$ cat src/rtl/seg7_scan_capture_if.sv
// Display-bus monitor interface: the observed segment/digit-select lines
// plus the recovered digit values and event pulses.
interface seg7_scan_capture_if #(
  parameter int unsigned NDIG = 4
);
  logic [7:0]        seg;
  logic [NDIG-1:0]   an;
  logic [4*NDIG-1:0] q_bcd;
  logic [NDIG-1:0]   q_valid;
  logic              upd;
  logic              err;

  // Display side: drives the bus, observes the recovered values.
  modport master (
    output seg, an,
    input  q_bcd, q_valid, upd, err
  );

  // Capture side: watches the bus, produces the recovered values.
  modport slave (
    input  seg, an,
    output q_bcd, q_valid, upd, err
  );
endinterface

$ cat src/rtl/seg7_scan_capture.sv
// Recovers BCD digits from a multiplexed 7-segment display bus. A pattern on a
// one-hot digit select is accepted once it has been seen on STABLE_CYC
// consecutive edges; each stable run is captured exactly once.
module seg7_scan_capture #(
  parameter int unsigned NDIG           = 4,
  parameter int unsigned STABLE_CYC     = 4,
  parameter bit          SEG_ACTIVE_LOW = 1'b0
) (
  input logic               clk,
  input logic               reset,
  seg7_scan_capture_if.slave bus
);

  localparam int unsigned       CW       = $clog2(STABLE_CYC + 1);
  localparam logic [CW-1:0]     CNT_MAX  = CW'(STABLE_CYC);
  localparam logic [CW-1:0]     CNT_LAST = CW'(STABLE_CYC - 1);

  logic [6:0]        p;
  logic              onehot;
  logic              same;
  logic              capture;
  logic [3:0]        dig_val;
  logic              dig_ok;
  logic              unused_dp;

  logic [6:0]        p_q, p_d;
  logic [NDIG-1:0]   an_q, an_d;
  logic [CW-1:0]     cnt_q, cnt_d;
  logic [4*NDIG-1:0] q_bcd_q, q_bcd_d;
  logic [NDIG-1:0]   q_valid_q, q_valid_d;
  logic              upd_q, upd_d;
  logic              err_q, err_d;

  // Map the effective segment pattern to a decimal digit.
  always_comb begin
    dig_val = '0;
    dig_ok  = 1'b1;
    case (p)
      7'h3F: dig_val = 4'd0;
      7'h06: dig_val = 4'd1;
      7'h5B: dig_val = 4'd2;
      7'h4F: dig_val = 4'd3;
      7'h66: dig_val = 4'd4;
      7'h6D: dig_val = 4'd5;
      7'h7D: dig_val = 4'd6;
      7'h07: dig_val = 4'd7;
      7'h7F: dig_val = 4'd8;
      7'h67: dig_val = 4'd9;
      default: begin
        dig_val = '0;
        dig_ok  = 1'b0;
      end
    endcase
  end

  // Run tracking and capture of the selected digit.
  always_comb begin
    unused_dp = bus.seg[7];
    p         = bus.seg[6:0] ^ {7{SEG_ACTIVE_LOW}};
    onehot    = (bus.an != '0) && ((bus.an & (bus.an - NDIG'(1))) == '0);
    same      = onehot && (p == p_q) && (bus.an == an_q);

    p_d  = p;
    an_d = bus.an;

    // The counter holds the length of the current run including this edge;
    // a break starts a new run at 1 when the new sample is itself eligible.
    if (!onehot)                cnt_d = '0;
    else if (!same)             cnt_d = CW'(1);
    else if (cnt_q != CNT_MAX)  cnt_d = cnt_q + CW'(1);
    else                        cnt_d = cnt_q;

    capture = same && (cnt_q == CNT_LAST);

    q_bcd_d   = q_bcd_q;
    q_valid_d = q_valid_q;
    for (int unsigned i = 0; i < NDIG; i++) begin
      if (capture && bus.an[i]) begin
        if (dig_ok) q_bcd_d[4*i +: 4] = dig_val;
        q_valid_d[i] = dig_ok;
      end
    end

    upd_d = capture && dig_ok;
    err_d = capture && !dig_ok;
  end

  // State and output registers.
  always_ff @(posedge clk or posedge reset) begin
    if (reset) begin
      p_q       <= '0;
      an_q      <= '0;
      cnt_q     <= '0;
      q_bcd_q   <= '0;
      q_valid_q <= '0;
      upd_q     <= 1'b0;
      err_q     <= 1'b0;
    end else begin
      p_q       <= p_d;
      an_q      <= an_d;
      cnt_q     <= cnt_d;
      q_bcd_q   <= q_bcd_d;
      q_valid_q <= q_valid_d;
      upd_q     <= upd_d;
      err_q     <= err_d;
    end
  end

  assign bus.q_bcd   = q_bcd_q;
  assign bus.q_valid = q_valid_q;
  assign bus.upd     = upd_q;
  assign bus.err     = err_q;

endmodule

$ cat src/flat_wrapper.sv
// flat-port wrapper written by rule: the top's interface ports become plain ports
module seg7_scan_capture_flat 
#(
  parameter int unsigned NDIG           = 4,
  parameter int unsigned STABLE_CYC     = 4,
  parameter bit          SEG_ACTIVE_LOW = 1'b0
)
  (clk, reset, bus_seg, bus_an, bus_q_bcd, bus_q_valid, bus_upd, bus_err);
  seg7_scan_capture_if #(.NDIG(NDIG)) bus_i ();
  input logic clk;
  input logic reset;
  input wire logic [$bits(bus_i.seg)-1:0] bus_seg;
  input wire logic [$bits(bus_i.an)-1:0] bus_an;
  output wire logic [$bits(bus_i.q_bcd)-1:0] bus_q_bcd;
  output wire logic [$bits(bus_i.q_valid)-1:0] bus_q_valid;
  output wire logic [$bits(bus_i.upd)-1:0] bus_upd;
  output wire logic [$bits(bus_i.err)-1:0] bus_err;
  assign bus_i.seg = bus_seg;
  assign bus_i.an = bus_an;
  assign bus_q_bcd = bus_i.q_bcd;
  assign bus_q_valid = bus_i.q_valid;
  assign bus_upd = bus_i.upd;
  assign bus_err = bus_i.err;
  seg7_scan_capture #(.NDIG(NDIG), .STABLE_CYC(STABLE_CYC), .SEG_ACTIVE_LOW(SEG_ACTIVE_LOW)) u_core (.clk(clk), .reset(reset), .bus(bus_i));
endmodule
$ cat config.mk
export PLATFORM = sky130hd
export DESIGN_NAME = seg7_scan_capture_flat
export DESIGN_NICKNAME = d
export VERILOG_FILES = /design/src/rtl/seg7_scan_capture_if.sv /design/src/rtl/seg7_scan_capture.sv /design/src/flat_wrapper.sv
export SDC_FILE = /design/constraint.sdc
export NUM_CORES = 1
export LEC_CHECK = 0
export ABC_AREA = 1
export CORE_MARGIN = 5
export CORE_UTILIZATION = 52
export CTS_CLUSTER_DIAMETER = 100
export CTS_CLUSTER_SIZE = 12
export DETAILED_ROUTE_END_ITERATION = 8
export PLACE_DENSITY = 0.8
export RECOVER_POWER = 50
export SLEW_MARGIN = 40
export SYNTH_ARGS = -nofsm -noshare
export SYNTH_HDL_FRONTEND = slang
export SYNTH_SLANG_ARGS = --single-unit
$ cat constraint.sdc
create_clock -name clk -period 1.55 [get_ports clk]
set_input_delay 0.31 -clock clk [delete_from_list [all_inputs] [get_ports clk]]
set_output_delay 0.31 -clock clk [all_outputs]
set_load 0.01 [all_outputs]
==> impl_metrics.xml <==
<?xml version="1.0" encoding="UTF-8"?>
<metrics>
  <group name="outcome">
    <metric name="run_status" unit="">finished, violations left</metric>
    <metric name="failed_checks" unit="">negative setup slack</metric>
  </group>
  <group name="hold_path">
    <metric name="hold_path_class" unit="">in -&gt; reg</metric>
    <metric name="worstHoldStart" unit="">bus_an[1]</metric>
  </group>
  <group name="worst_setup_path">
    <metric name="arrival" unit="ps">1920</metric>
    <metric name="crit-reg2reg-capture" unit="">u_core.bus.q_bcd[0]$_DFFE_PP0P_</metric>
    <metric name="worstSetupStartpoint" unit="">u_core.an_q[3]$_DFF_PP0_</metric>
    <metric name="setup.worst_path.class" unit="">reg -&gt; reg</metric>
    <metric name="critical_path.max_fanout" unit="">5</metric>
    <metric name="r2r_setup_slack" unit="ps">-140</metric>
    <metric name="critPathRequiredTime" unit="ps">1770</metric>
    <metric name="critical_path.startpoint_type" unit="">register</metric>
    <metric name="worst_r2r_startpoint" unit="">u_core.an_q[3]$_DFF_PP0_</metric>
    <metric name="timing.critical_path.to_type" unit="">register</metric>
    <metric name="timing_endpoint_of_the_critical_path" unit="">u_core.bus.q_bcd[0]$_DFFE_PP0P_</metric>
    <metric name="reg2regPathDepth" unit="">10</metric>
  </group>
  <group name="clock_tree">
    <metric name="clk_transition_reported_paths" unit="ps">80</metric>
    <metric name="clk_path_buf_depth" unit="">2</metric>
    <metric name="cts_buffers" unit="">5</metric>
    <metric name="clock_sink_count" unit="">36</metric>
    <metric name="cts_tree" unit="">built</metric>
    <metric name="clock_tree.root_cell" unit="">sky130_fd_sc_hd__clkbuf_8</metric>
    <metric name="ctsHtreeMaxLevel" unit="">2</metric>
    <metric name="clk_latency" unit="ps">290</metric>
  </group>
  <group name="grt">
    <metric name="total_gr_overflow" unit="">0</metric>
    <metric name="grt_pass1_vias" unit="">1774</metric>
    <metric name="global_route_wire_length_before_repair" unit="um">7955</metric>
    <metric name="antenna_found_initial" unit="">0</metric>
    <metric name="grt_start_max_net_pins" unit="">37</metric>
    <metric name="track_usage" unit="%">19.73</metric>
  </group>
  <group name="logic_synthesis">
    <metric name="syn_area" unit="um^2">1914</metric>
    <metric name="synth_area_per_cell" unit="um^2">7.478</metric>
    <metric name="netlist-cell-type-count" unit="">17</metric>
    <metric name="ys_seq_area_share" unit="%">47.06</metric>
    <metric name="count_of_state_elements_after_synthesis" unit="">36</metric>
    <metric name="synth-warning-count" unit="">0</metric>
    <metric name="synthCells" unit="">256</metric>
    <metric name="synth.net_count" unit="">273</metric>
  </group>
  <group name="layout">
    <metric name="final_area" unit="um^2">2749</metric>
    <metric name="final_cell_mix" unit="">89 x sky130_fd_sc_hd__nand2_1, 39 x sky130_fd_sc_hd__inv_1, 36 x sky130_fd_sc_hd__dfrtp_1</metric>
    <metric name="insertedDiodeCount" unit="">0</metric>
    <metric name="layout.cells.most_common" unit="">sky130_fd_sc_hd__nand2_1</metric>
    <metric name="syn_to_final_growth" unit="%">43.59</metric>
    <metric name="fill_cells" unit="">254</metric>
    <metric name="drive_above_1_share" unit="%">21.05</metric>
    <metric name="finish.net_count" unit="">339</metric>
  </group>
  <group name="power_and_ir_drop">
    <metric name="finalPower" unit="uW">2011</metric>
    <metric name="peakVddDrop" unit="uV">640.8</metric>
    <metric name="power_density" unit="nW/um^2">731.7</metric>
    <metric name="leakage" unit="uW">0.001428</metric>
  </group>
  <group name="sta">
    <metric name="total_neg_setup_slack" unit="ps">-1415</metric>
    <metric name="fmax" unit="GHz">0.5903</metric>
    <metric name="setup_slack" unit="ps">-144.0</metric>
    <metric name="finalSetupViolations" unit="">17</metric>
    <metric name="hold_viol" unit="">0</metric>
    <metric name="post-route-min-period" unit="ps">1694</metric>
    <metric name="final_worst_path_cycle_share" unit="%">109.3</metric>
    <metric name="grt_setup_unrepaired" unit="">yes</metric>
    <metric name="drv_slew" unit="">0</metric>
    <metric name="final.setup_skew" unit="ps">7.458</metric>
    <metric name="tightest_slew" unit="ps">890.9</metric>
    <metric name="hold-worst-slack" unit="ps">329.2</metric>
    <metric name="relSlewSlack" unit="%">40.61</metric>
  </group>
  <group name="detailed_routing">
    <metric name="finalWirelength" unit="um">4908</metric>
    <metric name="via_per_inst" unit="">4.970</metric>
    <metric name="total_number_of_vias" unit="">1844</metric>
    <metric name="drt_drc_violations_left" unit="">0</metric>
    <metric name="drt-initial-drc-count" unit="">117</metric>
    <metric name="wl_per_instance" unit="um">13.23</metric>
    <metric name="detail-route-antenna-nets" unit="">0</metric>
    <metric name="drtPass1Iterations" unit="">4</metric>
  </group>
  <group name="floorplanning">
    <metric name="dieArea" unit="um^2">4995</metric>
    <metric name="ioPinCount" unit="">36</metric>
    <metric name="num_rows" unit="">22</metric>
    <metric name="design.core.area" unit="um^2">3606</metric>
    <metric name="die_width" unit="um">70.68</metric>
    <metric name="die_h" unit="um">70.68</metric>
    <metric name="initial_utilization" unit="%">53.09</metric>
  </group>
  <group name="placed_design">
    <metric name="buffer_ports.inserted" unit="">34</metric>
    <metric name="placedInstanceArea" unit="um^2">2497</metric>
    <metric name="dpl_worst_slack" unit="ps">-583.2</metric>
    <metric name="place_congestion" unit="">0.8482</metric>
    <metric name="detailedPlacementHpwl" unit="um">3235</metric>
  </group>
  <group name="flow_run">
    <metric name="drv.max_cap_violation_count" unit="">0</metric>
  </group>
</metrics>
## routing by layer
layer,vias up,share of wire (%),GRT usage [%]
met3,13,4.0,5.256
li1,921,-,-
met2,51,51,32.12
met4,0,2.4,7.307
met5,-,0,0
met1,859,42,25.32
## state kept, by name, indices dropped and copies added (netlist names)
signal and cells:
u_core.bus.q_bcd 16, u_core.p_q 7, u_core.an_q 4, u_core.bus.q_valid 4
u_core.cnt_q 3, u_core.bus.err 1, u_core.bus.upd 1
## worst min path at each step
stage	cells past startpoint	to
final	1	u_core.an_q[1]$_DFF_PP0_
after global routing	1	u_core.an_q[1]$_DFF_PP0_
after CTS	1	u_core.an_q[1]$_DFF_PP0_
after detailed placement	2	u_core.bus.q_valid[2]$_DFFE_PP0P_
after global placement	2	u_core.bus.q_valid[2]$_DFFE_PP0P_
after floorplan	0	u_core.an_q[0]$_DFF_PP0_
## cells in the mapped netlist (all sizes together)
cell type | count | area share (%)
a21oi | 3 | 0.78
o21bai | 16 | 6.3
dfrtp | 36 | 47
inv | 45 | 8.8
ha | 3 | 2.0
nand4 | 7 | 2.3
nand2 | 93 | 18
nor2 | 27 | 6.7
buf | 3 | 1.0
o21ai | 6 | 1.6
nand3 | 17 | 5.1
## metrics by stage
step | utilization [%] | instances
2_1_floorplan | - | 256
3_3_place_gp | 69.26 | 357
3_5_place_dp | 69.26 | 357
4_1_cts | 73.87 | 370
5_1_grt | 76.23 | 371
6_report | 76.23 | 371
## worst max-delay path, cell delays in order (launching register included)
cell	delay, ps
sky130_fd_sc_hd__dfrtp_1	400
sky130_fd_sc_hd__inv_1	70
sky130_fd_sc_hd__nand2_1	70
sky130_fd_sc_hd__nand2_1	90
sky130_fd_sc_hd__nand3_2	100
sky130_fd_sc_hd__nor2_4	190
sky130_fd_sc_hd__buf_4	150
sky130_fd_sc_hd__nand3_4	160
sky130_fd_sc_hd__nor2_4	220
sky130_fd_sc_hd__nand3_2	100
sky130_fd_sc_hd__nand2_1	80
## report_power, final
part / internal [uW] / switching [uW]
Combinational: 81.5 / 136
Sequential: 956 / 9.94
Clock: 476 / 353
Total: 1510 / 498
## area by class of cell
class / instances / area, um^2 / area share [%]
clock inverters: 3 / 42.54 / 1.548
multi-input cells: 172 / 923.4 / 33.59
clock buffers: 5 / 68.82 / 2.503
inverters: 45 / 171.4 / 6.236
flip-flops and latches: 36 / 900.9 / 32.77
well taps: 48 / 60.06 / 2.185
repair buffers: 62 / 581.8 / 21.17
## logic make-up after synthesis
family / after synthesis / share of synthesized area [%]
flip-flops: 36 / 47.06
adder cells (fa/ha/maj): 3 / 1.961
AO/OA/AOI/OAI: 25 / 8.628
AND/OR/NAND/NOR: 144 / 32.48
buffers and inverters: 48 / 9.869
## repair_timing
| action | 4_1_cts | 5_1_grt |
|---|---|---|
| gates cloned | 0 | 0 |
| resized for setup | 18 | 33 |
| setup endpoints to repair | 23 | 26 |
| hold buffers | 0 | 0 |
| setup buffers | 5 | 1 |
| pin swaps | 12 | 28 |
No activity file was read; power rests on OpenSTA's default activity.
